**src/rtl/pe_cache_responder_pkg.sv**
```systemverilog
// Shared widths, FSM state encoding and cache line payload for the PE cache responder.
package pe_cache_responder_pkg;

    localparam int unsigned DATA_WIDTH  = 32;
    localparam int unsigned ADDR_WIDTH  = 16;
    localparam int unsigned INDEX_WIDTH = 6;
    localparam int unsigned TAG_WIDTH   = ADDR_WIDTH - INDEX_WIDTH;
    localparam int unsigned NUM_LINES   = 2 ** INDEX_WIDTH;

    typedef enum logic [1:0] {
        CR_IDLE    = 2'd0,
        CR_RD_MISS = 2'd1,
        CR_WR_THRU = 2'd2,
        CR_FLUSH   = 2'd3
    } cr_state_e;

    typedef struct packed {
        logic [TAG_WIDTH-1:0]  tag;
        logic [DATA_WIDTH-1:0] data;
    } line_t;

endpackage

```
**src/rtl/pe_cache_line_array.sv**
```systemverilog
// Direct-mapped tag+data storage (one write port, async read, no reset) plus valid-bit flops.
module pe_cache_line_array
    import pe_cache_responder_pkg::*;
(
    input  logic                   clk,
    input  logic                   clear_all,
    input  logic                   clear_one,
    input  logic [INDEX_WIDTH-1:0] clear_idx,
    input  logic                   set_one,
    input  logic                   we,
    input  logic [INDEX_WIDTH-1:0] widx,
    input  line_t                  wline,
    input  logic [INDEX_WIDTH-1:0] ridx,
    output line_t                  rline,
    output logic                   rvalid
);

    line_t                mem [NUM_LINES];
    logic [NUM_LINES-1:0] valid_q;

    always_ff @(posedge clk) begin
        if (we) begin
            mem[widx] <= wline;
        end
    end

    // clear-all wins over the per-line ports; set-one targets the write index
    always_ff @(posedge clk) begin
        if (clear_all) begin
            valid_q <= '0;
        end else begin
            if (clear_one) begin
                valid_q[clear_idx] <= 1'b0;
            end
            if (set_one) begin
                valid_q[widx] <= 1'b1;
            end
        end
    end

    assign rline  = mem[ridx];
    assign rvalid = valid_q[ridx];

endmodule

```
**src/rtl/pe_cache_responder.sv**
```systemverilog
// Write-through direct-mapped cache responder for one memory-access PE with req/ack backing memory.
module pe_cache_responder
    import pe_cache_responder_pkg::*;
(
    input  logic                  CLK_I,
    input  logic                  RST_I,
    input  logic                  PE_VALID_I,
    input  logic                  PE_WR_I,
    input  logic [ADDR_WIDTH-1:0] PE_BASE_I,
    input  logic [DATA_WIDTH-1:0] PE_OFFSET_I,
    input  logic [DATA_WIDTH-1:0] PE_WDATA_I,
    output logic [DATA_WIDTH-1:0] PE_DATA_O,
    output logic                  STALL_O,
    input  logic                  FLUSH_I,
    output logic                  MEM_REQ_O,
    output logic                  MEM_WR_O,
    output logic [ADDR_WIDTH-1:0] MEM_ADDR_O,
    output logic [DATA_WIDTH-1:0] MEM_WDATA_O,
    input  logic                  MEM_ACK_I,
    input  logic [DATA_WIDTH-1:0] MEM_RDATA_I
);

    cr_state_e              state_q, state_d;
    logic [INDEX_WIDTH-1:0] flush_cnt_q;
    logic                   flush_pend_q;

    logic [ADDR_WIDTH-1:0]  eff_addr;
    logic [INDEX_WIDTH-1:0] index;
    logic [TAG_WIDTH-1:0]   tag;
    line_t                  rline;
    logic                   rvalid;
    logic                   hit;
    logic                   idle;

    logic accept_rd_hit, accept_rd_miss, accept_wr, fill, wr_done, flush_step, start_flush;

    assign eff_addr = PE_BASE_I + PE_OFFSET_I[ADDR_WIDTH-1:0];
    assign index    = eff_addr[INDEX_WIDTH-1:0];
    assign tag      = eff_addr[ADDR_WIDTH-1:INDEX_WIDTH];
    assign hit      = rvalid && (rline.tag == tag);
    assign idle     = (state_q == CR_IDLE);

    assign STALL_O = !idle
                   | (PE_VALID_I & (PE_WR_I | !hit))
                   | FLUSH_I | flush_pend_q;

    // Fills use the registered miss address; write hits update the line at acceptance.
    pe_cache_line_array u_lines (
        .clk       (CLK_I),
        .clear_all (RST_I),
        .clear_one (flush_step),
        .clear_idx (flush_cnt_q),
        .set_one   (fill),
        .we        (fill | (accept_wr & hit)),
        .widx      (fill ? MEM_ADDR_O[INDEX_WIDTH-1:0] : index),
        .wline     (fill ? line_t'{tag: MEM_ADDR_O[ADDR_WIDTH-1:INDEX_WIDTH], data: MEM_RDATA_I}
                         : line_t'{tag: tag, data: PE_WDATA_I}),
        .ridx      (index),
        .rline     (rline),
        .rvalid    (rvalid)
    );

    always_ff @(posedge CLK_I) begin
        if (RST_I) begin
            state_q <= CR_IDLE;
        end else begin
            state_q <= state_d;
        end
    end

    // Pending or fresh flush takes priority over a PE request in IDLE.
    always_comb begin
        state_d        = state_q;
        accept_rd_hit  = 1'b0;
        accept_rd_miss = 1'b0;
        accept_wr      = 1'b0;
        fill           = 1'b0;
        wr_done        = 1'b0;
        flush_step     = 1'b0;
        start_flush    = 1'b0;
        case (state_q)
            CR_IDLE: begin
                if (FLUSH_I || flush_pend_q) begin
                    state_d     = CR_FLUSH;
                    start_flush = 1'b1;
                end else if (PE_VALID_I) begin
                    if (PE_WR_I) begin
                        state_d   = CR_WR_THRU;
                        accept_wr = 1'b1;
                    end else if (hit) begin
                        accept_rd_hit = 1'b1;
                    end else begin
                        state_d        = CR_RD_MISS;
                        accept_rd_miss = 1'b1;
                    end
                end
            end
            CR_RD_MISS: begin
                if (MEM_ACK_I) begin
                    fill    = 1'b1;
                    state_d = CR_IDLE;
                end
            end
            CR_WR_THRU: begin
                if (MEM_ACK_I) begin
                    wr_done = 1'b1;
                    state_d = CR_IDLE;
                end
            end
            CR_FLUSH: begin
                flush_step = 1'b1;
                if (flush_cnt_q == INDEX_WIDTH'(NUM_LINES - 1)) begin
                    state_d = CR_IDLE;
                end
            end
            default: state_d = CR_IDLE;
        endcase
    end

    always_ff @(posedge CLK_I) begin
        if (RST_I) begin
            PE_DATA_O    <= '0;
            MEM_REQ_O    <= 1'b0;
            MEM_WR_O     <= 1'b0;
            MEM_ADDR_O   <= '0;
            MEM_WDATA_O  <= '0;
            flush_cnt_q  <= '0;
            flush_pend_q <= 1'b0;
        end else begin
            if (accept_rd_miss || accept_wr) begin
                MEM_REQ_O  <= 1'b1;
                MEM_WR_O   <= accept_wr;
                MEM_ADDR_O <= eff_addr;
                if (accept_wr) begin
                    MEM_WDATA_O <= PE_WDATA_I;
                end
            end else if (fill || wr_done) begin
                MEM_REQ_O <= 1'b0;
                MEM_WR_O  <= 1'b0;
            end

            if (accept_rd_hit) begin
                PE_DATA_O <= rline.data;
            end else if (fill) begin
                PE_DATA_O <= MEM_RDATA_I;
            end

            if (flush_step) begin
                flush_cnt_q <= flush_cnt_q + INDEX_WIDTH'(1);
            end

            // A flush requested while a memory transaction is open waits for IDLE.
            if (start_flush) begin
                flush_pend_q <= 1'b0;
            end else if (FLUSH_I && (state_q == CR_RD_MISS || state_q == CR_WR_THRU)) begin
                flush_pend_q <= 1'b1;
            end
        end
    end

endmodule

```
**config.mk**
```make
export PLATFORM = sky130hd
export DESIGN_NAME = pe_cache_responder
export DESIGN_NICKNAME = d
export VERILOG_FILES = /design/src/rtl/pe_cache_responder_pkg.sv /design/src/rtl/pe_cache_line_array.sv /design/src/rtl/pe_cache_responder.sv
export SDC_FILE = /design/constraint.sdc
export NUM_CORES = 2
export LEC_CHECK = 0
export CELL_PAD_IN_SITES_DETAIL_PLACEMENT = 0
export CELL_PAD_IN_SITES_GLOBAL_PLACEMENT = 1
export CORE_ASPECT_RATIO = 0.7
export CORE_MARGIN = 1.5
export CORE_UTILIZATION = 46
export CTS_CLUSTER_SIZE = 20
export DETAILED_ROUTE_END_ITERATION = 6
export PLACE_DENSITY = 0.79
export SETUP_SLACK_MARGIN = 0.02
export SYNTH_ARGS = -nofsm -noshare
export SYNTH_HDL_FRONTEND = slang
export SYNTH_SLANG_ARGS = --single-unit
```
**constraint.sdc**
```tcl
create_clock -name CLK_I -period 8.9 [get_ports CLK_I]
set_input_delay 1.78 -clock CLK_I [delete_from_list [all_inputs] [get_ports CLK_I]]
set_output_delay 1.78 -clock CLK_I [all_outputs]
set_load 0.02 [all_outputs]
```
==> flow_metrics.py <==
metrics = {
    "synthesis": {
        "ys_async_sr_fraction_pct": 0,
        "synth_top_family_by_area": "multiplexers",
        "synth_ff_type": "edfxtp_1",
        "synthMuxAreaShare_pct": 14.2,
        "synth-simple-area-share_pct": 5.49,
        "synth.cell_area_um2": 112000,
        "postSynthCellCount": 5997,
        "synth_fp_nets": 6137,
        "synth_fa_ha_area_share_pct": 0.253,
        "synth_edf_count": 2688,
        "synth_xor_area_share_pct": 0.213,
        "ys.warnings.count": 0,
        "ys_ff_latch": 2843,
        "ys_seq_area_share_pct": 75.1,
        "synth_cell_types": 77,
        "synth_compound_area_share_pct": 3.20,
        "synth_area_per_cell_um2": 18.6,
    },
    "clocking": {
        "post-cts-setup-buffer-count": 0,
        "cts.sinks": 2843,
        "clk_latency_ps": 920,
        "cts_resized": 0,
        "cts-root-buf": "clkbuf_16",
        "cts_hold_buffers": 0,
        "htreeDepth": 4,
        "clk_pin_slew_ps": 70,
        "cts_inserted_buffers": 243,
        "clock_path_buffers": 4,
        "tritoncts": "done",
    },
    "final_layout": {
        "utilization_pct": 53.0,
        "final_area_um2": 128000,
        "syn_to_final_growth_pct": 14.6,
        "final_nets": 6526,
        "drive_gt1_share_pct": 23.0,
    },
    "global_routing": {
        "grt_pass1_wl_um": 431000,
        "groute.usage.overall_pct": 24.4,
        "grt_antenna_before_repair": 13,
        "grt-ovfl-total": 0,
        "grt_pass1_vias": 59700,
        "grt_max_degree": 136,
    },
    "critical_path": {
        "r2r-end": "u_lines.mem[25][20]",
        "startpoint": "PE_BASE_I[0]",
        "critPathCapture": "STALL_O",
        "r2r-start": "u_lines.mem[12][39]",
        "cp_data_required_time_ps": 7120,
        "criticalPathCategory": "primary input to primary output",
        "startpoint_type": "primary input",
        "reg2reg_depth": 14,
        "end_kind": "primary output",
        "crit_fanout": 11,
        "arrival_ps": 7040,
        "r2r_slack_ps": 4160,
    },
    "floorplan": {
        "start_util_pct": 46.2,
        "die_width_um": 592,
        "die_area_um2": 246000,
        "die_h_um": 415,
        "ios": 201,
        "core-area_um2": 242000,
        "row_count": 151,
    },
    "sta": {
        "fmax_mhz": 113,
        "period_share_pct": 99.1,
        "period_needed_ps": 8820,
        "maxSlewViolCount": 0,
        "timing.slew.headroom_pct": 0.212,
        "finalSetupViolCount": 0,
        "tightest_slew_ps": 1490,
        "skew_ps": 72.1,
        "hold_violations": 0,
        "grt_setup_unrepaired": "false",
    },
    "route": {
        "drt_wl_total_um": 304000,
        "drt-wirelength-per-cell_um": 31.0,
        "antenna_left": 0,
        "dr.pass1.iters": 6,
        "drc_errors": 0,
        "num_vias": 61700,
        "vias_per_cell": 6.30,
        "drt_iter0_markers": 9668,
    },
    "run_status": {
        "run_status": "complete, but fails checks",
        "violations": "capacitance limit",
    },
    "place": {
        "placed_area_um2": 120000,
        "portBuffers": 184,
        "place_congestion": 0.871,
        "dp_hpwl_um": 170000,
    },
    "min_path": {
        "hold_path.class": "register to register",
    },
    "job": {
        "drv_cap": 1,
    },
    "pwr": {
        "ir_worst_vdd_v": 0.000165,
        "leakagePower_nw": 40.5,
        "powerDensity_nw_per_um2": 244,
    },
}
cell type report:
class | count | area [µm²]
Tap cell | 3213 | 4020
Inverter | 7 | 26.3
Timing Repair Buffer | 516 | 5510
Fill cell | 18500 | 114000
Sequential cell | 2843 | 83800
Clock inverter | 144 | 1470
Clock buffer | 288 | 6270
Multi-Input combinational cell | 2775 | 26800
Antenna cell | 3 | 7.51
layout by cell type (no fill, tap or decap), types with 9 or more instances in the layout:
master	instances
a311oi_1	99
clkdlybuf4s50_1	183
nor2_1	38
edfxtp_1	2688
nand2b_1	10
or3_1	20
clkbuf_1	44
nand4_1	15
ha_1	20
a21oi_1	182
nor3_2	36
dfxtp_1	155
a211oi_1	35
clkinv_2	45
mux2i_1	30
nand2_2	32
xnor2_1	9
nand2_1	957
nand3_1	162
buf_4	237
clkinvlp_4	12
o21ai_0	94
a31oi_1	38
nor2_4	27
bufinv_16	28
mux2_4	22
clkinv_1	44
mux2_1	10
xor2_1	14
buf_12	93
clkbuf_16	244
nor3_1	14
mux4_2	670
and3_1	88
Yosys cell counts (all sizes together), types with 4 or more instances:
cell	instances	area, µm²
and2	6	37.5
a32oi	5	43.8
nor3	50	260
mux2	38	510
xnor2	10	87.6
o31ai	5	37.5
a2111oi	5	45.0
nor2	66	250
mux4	670	15100
ha	21	263
and3	88	551
a21oi	186	938
o211ai	7	52.6
or2	4	25.0
edfxtp	2688	80700
nand3	162	811
nor4	7	50.1
or3	20	125
a221oi	4	35.0
a211oi	35	263
nand3b	6	45.0
mux2i	30	300
o311ai	7	61.3
a21boi	4	30.0
clkbuf	210	788
nor2b	5	31.3
a311oi	100	876
a21o	8	60.1
buf	162	895
nand2b	10	62.6
dfxtp	155	3100
o21a	4	30.0
o21ai	108	541
xor2	15	150
a31oi	41	257
nand2	993	3730
nand4	15	93.8
o2111ai	8	70.1
inv	7	26.3
per-layer routing:
layer / track usage [%] / up-vias / wire [µm]
met1: 37.4 / 32300 / 124000
li1: - / 24900 / -
met3: 8.05 / 451 / 45200
met4: 5.31 / 4 / 6520
met2: 33.9 / 4055 / 128000
met5: 0 / - / 26
flip-flops by register name, summed over array words and instances (netlist names):
signal	cells
MEM_WR_O	1
MEM_ADDR_O	16
u_lines.mem	2688
PE_DATA_O	32
u_lines.valid_q	64
MEM_REQ_O	1
flush_pend_q	1
state_q	2
MEM_WDATA_O	32
flush_cnt_q	6
critical path: stages:
cell and delay (ps):
clkdlybuf4s50_1 450, ha_4 200, fa_4 520, nand3_1 160
a21oi_2 160, nor2_2 730, mux4_2 650, a21oi_1 620
a2111oi_1 210, or3_1 360, a21oi_1 160, nor4b_4 360
o21bai_1 110, clkdlybuf4s50_1 550
kinds of logic (layout without fill, tap and decap cells):
family	after synthesis	in the layout
simple gates	1436	1436
other cells	0	3
xor+xnor	25	25
fa+ha+maj	22	22
buf+inv	379	955
mux	738	738
compound gates	554	554
flops	2843	2843
where the power goes:
part | switching, mW | total (mW) | internal [mW]
Clock | 4.77 | 10.6 | 5.83
Combinational | 3.50 | 5.04 | 1.54
Sequential | 0.0590 | 15.7 | 15.6
stage by stage:
stage / instances / setup WS (ps) / power [mW] / setup TNS (ps) / hold WS [ps]
final: 9789 / 80.5 / 31.3 / 0 / 455
after global routing: 9786 / 35.7 / 32.1 / 0 / 472
after CTS: 9784 / 206 / 31.2 / 0 / 455
after detailed placement: 9352 / 229 / 20.8 / 0 / 446
after global placement: 9352 / 139 / 20.7 / 0 / 441
after floorplan: 5997 / -744 / 18.7 / -122860 / 445
how the worst min path moves through the flow:
stage | from | endpoint | depth (start not counted)
after detailed placement | MEM_WDATA_O[13] | MEM_WDATA_O[13] | 2
after global placement | MEM_WDATA_O[14] | MEM_WDATA_O[14] | 2
after global routing | MEM_WDATA_O[7] | MEM_WDATA_O[7] | 2
after floorplan | u_lines.valid_q[56] | u_lines.valid_q[56] | 2
after CTS | MEM_WDATA_O[13] | MEM_WDATA_O[13] | 2
final | MEM_WDATA_O[30] | MEM_WDATA_O[30] | 2
Power figures use the tool's default switching activity.
==> patch: new RTL, same settings <==
Add an input register stage for `PE_OFFSET_I`, without a reset; this delays it by one clock. The other inputs are not delayed to match.
--- a/src/rtl/pe_cache_responder.sv
+++ b/src/rtl/pe_cache_responder.sv
@@ -20,6 +20,12 @@
     input  logic [DATA_WIDTH-1:0] MEM_RDATA_I
 );
 
+    logic [DATA_WIDTH-1:0] PE_OFFSET_I_q;
+
+    always_ff @(posedge CLK_I) begin
+        PE_OFFSET_I_q <= PE_OFFSET_I;
+    end
+
     cr_state_e              state_q, state_d;
     logic [INDEX_WIDTH-1:0] flush_cnt_q;
     logic                   flush_pend_q;
@@ -34,7 +40,7 @@
 
     logic accept_rd_hit, accept_rd_miss, accept_wr, fill, wr_done, flush_step, start_flush;
 
-    assign eff_addr = PE_BASE_I + PE_OFFSET_I[ADDR_WIDTH-1:0];
+    assign eff_addr = PE_BASE_I + PE_OFFSET_I_q[ADDR_WIDTH-1:0];
     assign index    = eff_addr[INDEX_WIDTH-1:0];
     assign tag      = eff_addr[ADDR_WIDTH-1:INDEX_WIDTH];
     assign hit      = rvalid && (rline.tag == tag);
Check against the original RTL: not settled (the Yosys comparison gave no result); the edit may change what the design does.
==> patch against the unedited design <==
Clock skew rose by 23 ps; wire length up 4.1%; setup slack better by 42 ps; sequential cell count increased by 16; sequential share of layout area up 0.31 points; synthesized area increased by 0.47%; total power is 0.13% higher; cell area barely moved; combinational power shrank 5.8%; first-iteration DRC count decreased by 3.8%; worst hold slack better by 0.78 ps; via count up 0.85%; utilization shrank 0.17 points; largest power group unchanged.
==> patch: results (changes against the unedited design) <==
RR Startpoint PE_OFFSET_I_q[0]; Synth Warn # 0 (unchanged); sequential share of the synthesized area 75.0% (about the same); Crit. Startpoint PE_BASE_I[0]; CTS root buf clkbuf_16; area of placed instances 120,000 um^2 (-0.30%); post-route insts no fill 9,773 (-0.16%); final std cell area, no fill 128,000 um^2 (about the same); setup slack, reg-to-reg 2610 ps (-1550 ps); PortBufs 184 (unchanged); hold_ws 455 ps (+0.779 ps); worst hold start MEM_WDATA_O[2]; 1st-iter DRT viols 9,302 (-3.8%); clk_lat worst skew 920 ps (about the same); crit path DAT 7000 ps (-40 ps); Crit path largest cell delay 830 ps (+100 ps); post_cts resized 0 (unchanged); dpl cells 9,321 (-0.33%); Top FF cell, synth edfxtp_1; hpwl dp 180 mm (+5.8%); Post-synth EDFFs 2,688 (unchanged); syn_nets 6,149 (+0.20%); Worst-path clk slew 70 ps (about the same); pin count of the biggest net entering global routing 108 (-21%); clock skew 94.8 ps (+22.7 ps); worst hold-check path type reg2reg; first-pass GRT wire length 445 mm (+3.2%); RePlAce Congestion 0.841 (-3.4%); Post-CTS Setup Inserts 0 (unchanged); TritonRoute pass-1 iters 7 (+1); vias in the first global route 60,078 (+0.67%); Synth Instances 6,010 (+0.22%); synth top area cells edfxtp_1 72%, mux4_2 14%, dfxtp_1 3.1%; Slowest cell on crit path fa_4; GRT Overall Usage 25.3% (+0.93 points); maximum vdd ir drop 0.179 mV (+8.7%); status complete, no violations; CP delay by family, top buffers and inverters; ys async rst share 0% (unchanged); Static Leak 0.0404 uW (-0.34%); Cell variety after synth 75 (-2.6%); clock buffer count from CTS 247 (+1.6%); H-Tree Depth 4 (unchanged); share of layout cells above drive strength 1 22.5% (-0.44 points); wire per inst 32.3 um (+4.2%); post-layout net count 6,496 (-0.46%); worst-margin pin slew 1320 ps (-171 ps); DR vias/cell 6.36 (+1.0%); Critical Path Fanout Max 25 (+14); initial antenna violation count 10 (-3); filler cell count 18,626 (+0.90%); commonest cells in the netlist 2,688 x edfxtp_1, 886 x nand2_1, 679 x mux4_2; largest registers u_lines.mem (2688), u_lines.valid_q (64)
patch: power by group:
group	switching, uW	total [uW]	internal (uW)	leakage [uW]
sequential	62.3	15700	15600	0.0256
combinational	3310	4750	1440	0.0109
clock	4830	10900	6060	0.00389
total	8200	31300	23100	0.0404
patch: cell families (layout without fill, tap and decap cells):
logic type,count (synthesis),count (layout),synth area share [%]
compound gates,487,487,2.89
other cells,0,1,0
flops,2859,2859,75.0
simple gates,1482,1482,5.79
fa+ha+maj,21,21,0.241
buf+inv,390,939,1.57
mux,747,747,14.3
xor+xnor,24,24,0.194
patch: worst paths after layout:
kind / to / depth (start not counted)
worst max-delay path: STALL_O / 16
worst min-delay path: MEM_WDATA_O[2] / 2
worst min register to register: MEM_WDATA_O[2] / 2
worst max register to register: u_lines.mem[53][4] / 16
patch: area by class of cell:
type                            count  share of cell area, %
Tap cell                         3213                   3.14
Antenna cell                        1                0.00196
Multi-Input combinational cell   2761                   21.0
Inverter                            5                 0.0147
Clock inverter                    149                   1.21
Sequential cell                  2859                   65.8
Timing Repair Buffer              483                   3.70
Clock buffer                      302                   5.08
patch: worst reg2reg max path: cells and delay by family, from the launching register on:
kind,cells,cell delay (ps)
buf+inv,6,1830
mux,2,1030
fa+ha+maj,2,1000
compound gates,3,970
simple gates,2,380
flops,1,330
xor+xnor,1,240
patch: metrics by stage:
step | utilization [%] | setup slack (ps)
CTS | 52.8 | 33.8
global route | 52.8 | 38.1
global placement | 49.5 | 67.6
floorplan | - | 263
finish | 52.8 | 123
detailed placement | 49.5 | 62.6
patch: metal layers:
| layer | vias up | global-route usage [%] | part of all wire, % |
|---|---|---|---|
| met5 | - | 0 | 0.0047 |
| met4 | 4 | 7.07 | 3.1 |
| met3 | 537 | 7.24 | 13 |
| met2 | 4157 | 36.3 | 44 |
| met1 | 32589 | 37.9 | 40 |
| li1 | 24895 | - | - |
